==> config.mk <==
export PLATFORM = sky130hd
export DESIGN_NAME = sync_fifo
export DESIGN_NICKNAME = d
export VERILOG_FILES = /design/src/rtl/sync_fifo.sv
export SDC_FILE = /design/constraint.sdc
export NUM_CORES = 1
export LEC_CHECK = 0
export CORE_MARGIN = 8
export CORE_UTILIZATION = 60
export CTS_BUF_LIST = sky130_fd_sc_hd__clkbuf_8
export DETAILED_ROUTE_END_ITERATION = 12
export DONT_BUFFER_PORTS = 1
export PLACE_DENSITY = 0.76
export REMOVE_ABC_BUFFERS = 1
export SLEW_MARGIN = 15
export SYNTH_ARGS = -nofsm -noshare
export SYNTH_HDL_FRONTEND = slang
export SYNTH_SLANG_ARGS = --single-unit
==> constraint.sdc <==
create_clock -name clk -period 7.51 [get_ports clk]
set_input_delay 1.1265 -clock clk [delete_from_list [all_inputs] [get_ports clk]]
set_output_delay 1.1265 -clock clk [all_outputs]
set_load 0.005 [all_outputs]
==> src/rtl/sync_fifo.sv <==
// Single-clock synchronous FIFO with full/empty flags and registered read data.
//
// Parameters:
//   DATA_WIDTH - width of each stored word and of data_in/data_out
//   DEPTH      - number of entries (power of two, >= 2)
//   ADDR_WIDTH - log2(DEPTH)
//
// Ports:
//   clk      - rising-edge clock for all state
//   rst      - asynchronous active-low reset
//   write_en - write request, accepted when not full (or when a read is accepted too)
//   read_en  - read request, accepted when not empty
//   data_in  - write data, stored on an accepted write
//   full     - DEPTH entries stored
//   empty    - no entries stored
//   data_out - registered read data, updated only on an accepted read
module sync_fifo #(
   parameter int unsigned DATA_WIDTH = 8,
   parameter int unsigned DEPTH      = 16,
   parameter int unsigned ADDR_WIDTH = 4
) (
   input  logic                  clk,
   input  logic                  rst,
   input  logic                  write_en,
   input  logic                  read_en,
   input  logic [DATA_WIDTH-1:0] data_in,
   output logic                  full,
   output logic                  empty,
   output logic [DATA_WIDTH-1:0] data_out
);

   localparam logic [ADDR_WIDTH:0] PtrOne = {{ADDR_WIDTH{1'b0}}, 1'b1};

   // Pointers carry one extra wrap bit so full and empty are distinguishable.
   logic [ADDR_WIDTH:0]   wptr_q, wptr_d;
   logic [ADDR_WIDTH:0]   rptr_q, rptr_d;
   logic [DATA_WIDTH-1:0] data_out_q, data_out_d;
   logic [DATA_WIDTH-1:0] mem_q [DEPTH];

   logic [ADDR_WIDTH-1:0] waddr;
   logic [ADDR_WIDTH-1:0] raddr;
   logic                  wr_acc;
   logic                  rd_acc;

   always_comb begin
      waddr = wptr_q[ADDR_WIDTH-1:0];
      raddr = rptr_q[ADDR_WIDTH-1:0];
      empty = (wptr_q == rptr_q);
      full  = (waddr == raddr) && (wptr_q[ADDR_WIDTH] != rptr_q[ADDR_WIDTH]);

      rd_acc = read_en && !empty;
      // A write into a full FIFO is fine when the same edge frees a slot.
      wr_acc = write_en && (!full || rd_acc);

      wptr_d     = wptr_q;
      rptr_d     = rptr_q;
      data_out_d = data_out_q;
      if (wr_acc) begin
         wptr_d = wptr_q + PtrOne;
      end
      if (rd_acc) begin
         rptr_d     = rptr_q + PtrOne;
         data_out_d = mem_q[raddr];
      end
   end

   always_ff @(posedge clk or negedge rst) begin
      if (!rst) begin
         wptr_q     <= '0;
         rptr_q     <= '0;
         data_out_q <= '0;
      end else begin
         wptr_q     <= wptr_d;
         rptr_q     <= rptr_d;
         data_out_q <= data_out_d;
      end
   end

   // Storage is not reset; the pointers alone define what is valid.
   always_ff @(posedge clk) begin
      if (wr_acc) begin
         mem_q[waddr] <= data_in;
      end
   end

   assign data_out = data_out_q;

endmodule

==> results of run 1 <==
[layout by cell type (no fill, tap or decap), types with 3 or more instances in the layout]
master | Yosys | layout
ha_1 | 5 | 5
mux2_2 | 18 | 18
mux4_2 | 10 | 10
bufinv_16 | 0 | 3
o311ai_2 | 4 | 4
buf_4 | 0 | 3
inv_1 | 3 | 6
edfxtp_1 | 128 | 128
clkbuf_8 | 0 | 21
o211ai_1 | 3 | 3
nor2_1 | 15 | 15
mux4_1 | 14 | 14
a221oi_1 | 8 | 8
dfrtp_1 | 18 | 17
and3_1 | 3 | 3
mux2i_1 | 16 | 16
nand2b_1 | 10 | 10
a22o_1 | 8 | 8
xnor2_1 | 13 | 13
[worst register-to-register path, stage by stage (launching register included)]
cell	delay, ns
dfrtp_2	0.34
buf_4	0.52
xnor2_1	0.19
nand4_1	0.54
o311ai_2	0.22
nor3_1	0.90
[metal layers]
| metal | GRT usage | up-vias | wire length (um) | part of all wire |
|---|---|---|---|---|
| met1 | 0.229 | 1415 | 4440 | 0.40 |
| met3 | 0.0594 | 13 | 818 | 0.074 |
| met5 | 0 | - | 0 | 0 |
| met2 | 0.288 | 83 | 5580 | 0.51 |
| li1 | - | 1257 | - | - |
| met4 | 0.0501 | 0 | 164 | 0.015 |
[layout make-up]
| cell class | count | share of cell area |
|---|---|---|
| sequential | 146 | 0.660 |
| multi-input combinational | 140 | 0.244 |
| clock buffer | 21 | 0.0444 |
| tap | 133 | 0.0256 |
| clock inverter | 11 | 0.0209 |
| timing repair buffer | 3 | 0.00346 |
| inverter | 3 | 0.00173 |
[where the power goes]
| group | internal (uW) | total (uW) | switching (uW) | leakage, uW |
|---|---|---|---|---|
| registers | 1010 | 1090 | 86.5 | 0.00137 |
| clock network | 361 | 631 | 269 | 0.000226 |
| logic | 346 | 726 | 381 | 0.000613 |
[cell families after synthesis]
| family | count (synthesis) | share of synthesized area |
|---|---|---|
| AO/OA/AOI/OAI | 27 | 0.0435 |
| XOR/XNOR | 14 | 0.0205 |
| adder cells (fa/ha/maj) | 5 | 0.0105 |
| buffers and inverters | 20 | 0.0174 |
| flip-flops | 146 | 0.718 |
| multiplexers | 58 | 0.160 |
| AND/OR/NAND/NOR | 36 | 0.0297 |
[worst max-delay path by stage]
stage              start  cells past startpoint     endpoint  slack (ns)
3_3_place_gp   rptr_q[2]                      4        empty        4.49
2_1_floorplan  rptr_q[2]                      3        empty        4.26
5_1_grt        rptr_q[2]                      4        empty        3.81
6_report       rptr_q[2]                      4        empty        3.97
3_5_place_dp   rptr_q[2]                      5  mem_q[0][2]        4.26
4_1_cts        rptr_q[2]                      4        empty        3.94
[sequential cells by signal, summed over array words and instances, names as in the netlist]
signal,cells
data_out,8
mem_q,128
rptr_q,5
wptr_q,5
[metrics by stage]
| stage | cell area (um^2) | hold WS, ns | setup WS (ns) |
|---|---|---|---|
| 2_1_floorplan | 5880 | 0.502 | 4.26 |
| 3_3_place_gp | 6070 | 0.525 | 4.49 |
| 3_5_place_dp | 6070 | 0.534 | 4.26 |
| 4_1_cts | 6500 | 0.376 | 3.94 |
| 5_1_grt | 6510 | 0.354 | 3.81 |
| 6_report | 6510 | 0.397 | 3.97 |
==> results.sh, run 1 <==
export IMPL_yosys_top_cells_area="edfxtp_1, dfrtp_1, mux4_1, mux4_2, mux2_2"
export IMPL_maxCapViolations=0
export IMPL_synth_warning_count=0
export IMPL_cp_start_kind="flip-flop"
export IMPL_antenna_found_initial=0
export IMPL_clock_path_buffers=2
export IMPL_synthCells=306
export IMPL_p_leak_uw=0.00220
export IMPL_seqCellArea_mm2=0.00430
export IMPL_cp_arrival_ns=2.41
export IMPL_fin_cells=457
export IMPL_timing_rr_end="mem_q[2][5]"
export IMPL_irDropWorstVdd_mv=0.352
export IMPL_avgSynthCellArea_um2=19.5
export IMPL_fin_setup_tns_ns=0
export IMPL_wl_per_cell_um=24.1
export IMPL_criticalPathCategory="flip-flop to primary output"
export IMPL_drtIter0Drc=371
export IMPL_htreeDepth=4
export IMPL_clock_sinks=146
export IMPL_synth_cell_types=28
export IMPL_vias=2768
export IMPL_fin_util=0.669
export IMPL_drive_gt1_frac=0.210
export IMPL_timing_rr_start="rptr_q[2]"
export IMPL_max_slew_margin=0.248
export IMPL_path_cells="buf_4 > xnor2_1 > nand4_1 > nor2_1"
export IMPL_synth_edff_count=128
export IMPL_cpMaxStageDelayCell="nand4_1"
export IMPL_required_ns=6.38
export IMPL_ctsRootBufferMaster="clkbuf_8"
export IMPL_yosys_top_cells_count="edfxtp_1, dfrtp_1, mux2_2"
export IMPL_setup_viol=0
export IMPL_synth_area_mm2=0.00598
export IMPL_ant_nets=0
export IMPL_min_period_ns=3.54
export IMPL_end_kind="primary output"
export IMPL_crit_family="simple AND/OR/NAND/NOR gates"
export IMPL_clk_latency_ns=0.42
export IMPL_rrSetupSlack_ns=4.41
export IMPL_die_area_mm2=0.0134
export IMPL_synth_top_cell_area_share=0.643
export IMPL_routed_wl_um=11000
export IMPL_fillers=641
export IMPL_track_usage=0.179
export IMPL_die_h_um=116
export IMPL_fin_skew_ns=0.00798
export IMPL_port_buffers=0
export IMPL_core_area_mm2=0.00973
export IMPL_post_cts_buffers=0
export IMPL_critical_path_max_fanout=44
export IMPL_hp_class="input pin to asynchronous set/reset pin"
export IMPL_worstMarginPinSlew_ns=1.12
export IMPL_gp_congestion=0.781
export IMPL_outcome="finished, final reports clean"
export IMPL_placed_cells=425
export IMPL_multiInputGateArea_mm2=0.00159
export IMPL_numCtsBuffers=17
export IMPL_syn_to_final_growth_pct=8.92
export IMPL_rsz0062_at_grt="no"
export IMPL_cts_resized=0
export IMPL_hold_buffers=0
export IMPL_grt_pass1_vias=2947
export IMPL_die_x_um=116
export IMPL_grt_max_degree=45
export IMPL_grt_pass1_wl_um=17200
export IMPL_path_clk_slew_ns=0.07
export IMPL_ioPinCount=22
export IMPL_synth_most_common_cell="edfxtp_1"
export IMPL_synth_seq_cells=146
export IMPL_power_density_mw_per_mm2=376
export IMPL_dp_hpwl_um=7090
export IMPL_finalHoldViolations=0
export IMPL_initial_core_util=0.614
export IMPL_ys_seq_area_frac=0.718
export IMPL_total_power_uw=2450
export IMPL_reg2regPathDepth=5
export IMPL_overflow=0
export IMPL_synth_area_leader_cell="edfxtp_1"
export IMPL_synth_main_ff_cell="edfxtp_1"
export IMPL_cp_slowest_stage_delay_ns=0.55
export IMPL_ys_async_sr_fraction=0.123
export IMPL_viasPerCell=6.06
export IMPL_nets=328
export IMPL_dr_pass1_iters=6
export IMPL_period_share=0.471
export IMPL_diodes=0
export IMPL_crit_buf_inv=1
export IMPL_slew_viol_final=0
export IMPL_drc_errors=0
export IMPL_row_count=36
export IMPL_tritoncts="done"
export IMPL_clock_fmax_ghz=0.283
Power figures use the tool's default switching activity.
==> run 2: changes to the inputs <==
- CORE_UTILIZATION: 60 -> 59
- PLACE_DENSITY: 0.76 -> 0.78
- clock period: 7.51 -> 3.2 ns (I/O delays scaled with it)
==> results.sh, run 2 (synthesis results as in run 1) <==
export IMPL_drtIter0Drc=230
export IMPL_fillers=650
export IMPL_irDropWorstVdd_mv=0.417
export IMPL_min_period_ns=2.37
export IMPL_criticalPathCategory="flip-flop to flip-flop"
export IMPL_routed_wl_um=10900
export IMPL_die_x_um=117
export IMPL_cts_resized=0
export IMPL_largest_register="mem_q"
export IMPL_port_buffers=0
export IMPL_tritoncts="done"
export IMPL_cp_start_kind="flip-flop"
export IMPL_gp_congestion=0.795
export IMPL_largest_register_ffs=128
export IMPL_outcome="finished, final reports clean"
export IMPL_finalHoldViolations=0
export IMPL_antenna_found_initial=0
export IMPL_power_density_mw_per_mm2=862
export IMPL_holdPathStages=0
export IMPL_row_count=36
export IMPL_worstMarginPinSlew_ns=0.915
export IMPL_syn_to_final_growth_pct=9.92
export IMPL_grt_busiest_layer="met2"
export IMPL_place_area_mm2=0.00618
export IMPL_die_h_um=117
export IMPL_nets=343
export IMPL_period_share=0.739
export IMPL_reg2regPathDepth=5
export IMPL_ioPinCount=22
export IMPL_clock_sinks=146
export IMPL_rrSetupSlack_ns=0.83
export IMPL_grt_pass1_vias=2920
export IMPL_p_leak_uw=0.00224
export IMPL_use_met1=0.232
export IMPL_drive_gt1_frac=0.236
export IMPL_initial_core_util=0.609
export IMPL_diodes=0
export IMPL_cp_arrival_ns=2.69
export IMPL_fin_util=0.669
export IMPL_wl_per_cell_um=23.1
export IMPL_setup_worst_path_end="data_out[2]"
export IMPL_grt_max_degree=30
export IMPL_dr_pass1_iters=4
export IMPL_critical_path_max_fanout=10
export IMPL_core_area_mm2=0.00982
export IMPL_timing_rr_start="wptr_q[2]"
export IMPL_cpMaxStageDelayCell="dfrtp_1"
export IMPL_vias=2852
export IMPL_final_cell_mix="edfxtp_1, mux2_2, clkbuf_8, dfrtp_1, buf_4"
export IMPL_crit_buf_inv=1
export IMPL_max_slew_margin=0.388
export IMPL_final_common_cell="edfxtp_1"
export IMPL_path_cells="xnor2_1 > nand4_1 > buf_4 > o21ai_2 > mux2_2"
export IMPL_viasPerCell=6.04
export IMPL_clock_fmax_ghz=0.423
export IMPL_clk_latency_ns=0.43
export IMPL_required_ns=3.52
export IMPL_grt_pass1_wl_um=16700
export IMPL_clock_path_buffers=2
export IMPL_htreeDepth=4
export IMPL_rsz0062_at_grt="no"
export IMPL_cp_slowest_stage_delay_ns=0.53
export IMPL_seqCellArea_mm2=0.00430
export IMPL_slew_viol_final=0
export IMPL_numCtsBuffers=17
export IMPL_postLayoutCellArea_mm2=0.00657
export IMPL_crit_family="flip-flops"
export IMPL_ant_nets=0
export IMPL_dp_hpwl_um=7270
export IMPL_grtUsageMet2=0.267
export IMPL_startpoint="wptr_q[2]"
export IMPL_setup_viol=0
export IMPL_overflow=0
export IMPL_drc_errors=0
export IMPL_fin_setup_tns_ns=0
export IMPL_track_usage=0.174
export IMPL_fin_skew_ns=0.0104
export IMPL_globalRouteMet3Util=0.0600
export IMPL_maxCapViolations=0
export IMPL_path_clk_slew_ns=0.08
export IMPL_end_kind="flip-flop"
export IMPL_timing_rr_end="data_out[2]"
export IMPL_multiInputGateArea_mm2=0.00158
export IMPL_ctsRootBufferMaster="clkbuf_8"
export IMPL_hp_class="input pin to flip-flop"
export IMPL_die_area_mm2=0.0136
export IMPL_cp_num_cells=5
[run 2: cell count changes in the layout (fill, tap and decap cells not counted)]
cell,previous run,this run
clkbuf_8,21,17
clkinvlp_4,1,4
bufinv_16,3,2
buf_4,3,17
inv_6,1,2
dlygate4sd3_1,0,1
nor3_1,2,4
clkinv_4,1,2
nor3_2,2,0
[run 2: worst min path at each step]
stage               startpoint     endpoint  slack [ns]
floorplan                  rst  data_out[0]        0.18
detailed placement         rst    rptr_q[3]        0.19
global route        data_in[3]  mem_q[2][3]        0.11
global placement           rst    rptr_q[3]        0.19
finish              data_in[5]  mem_q[3][5]        0.14
CTS                 data_in[5]  mem_q[7][5]        0.11
[run 2: through the flow]
stage / worst slack, ns / cells / hold slack, ns / power (uW)
finish: 0.834 / 472 / 0.137 / 5660
global route: 0.675 / 472 / 0.105 / 5940
CTS: 0.827 / 472 / 0.111 / 5700
detailed placement: 0.839 / 439 / 0.185 / 4360
global placement: 0.860 / 439 / 0.185 / 4300
floorplan: 0.144 / 289 / 0.184 / 3840
[run 2: per-layer routing]
metal  vias to the layer above  routed length, um
met2                        72               5180
met4                         0                104
met3                        13                663
met1                      1485               4980
li1                       1282                  -
met5                         -                  0
[run 2: worst register-to-register path: stages, from the launching register on]
cell     delay, ns
dfrtp_1       0.53
xnor2_1       0.16
nand4_1       0.41
buf_4         0.32
o21ai_2       0.45
mux2_2        0.40
[run 2: what timing repair did]
item,4_1_cts,5_1_grt
hold buffers,1,0
hold endpoints to repair,18,0
buffers inserted,0,0
[run 2: area by class of cell]
cell class | instances | area share
flip-flops and latches | 146 | 0.654
multi-input cells | 140 | 0.240
inverters | 3 | 0.00171
well taps | 133 | 0.0253
clock buffers | 17 | 0.0356
repair buffers | 18 | 0.0209
clock inverters | 15 | 0.0223
[run 2: power breakdown]
| part | internal (uW) | switching [uW] |
|---|---|---|
| Clock | 686 | 667 |
| Combinational | 865 | 894 |
| Sequential | 2360 | 187 |
| Total | 3910 | 1750 |
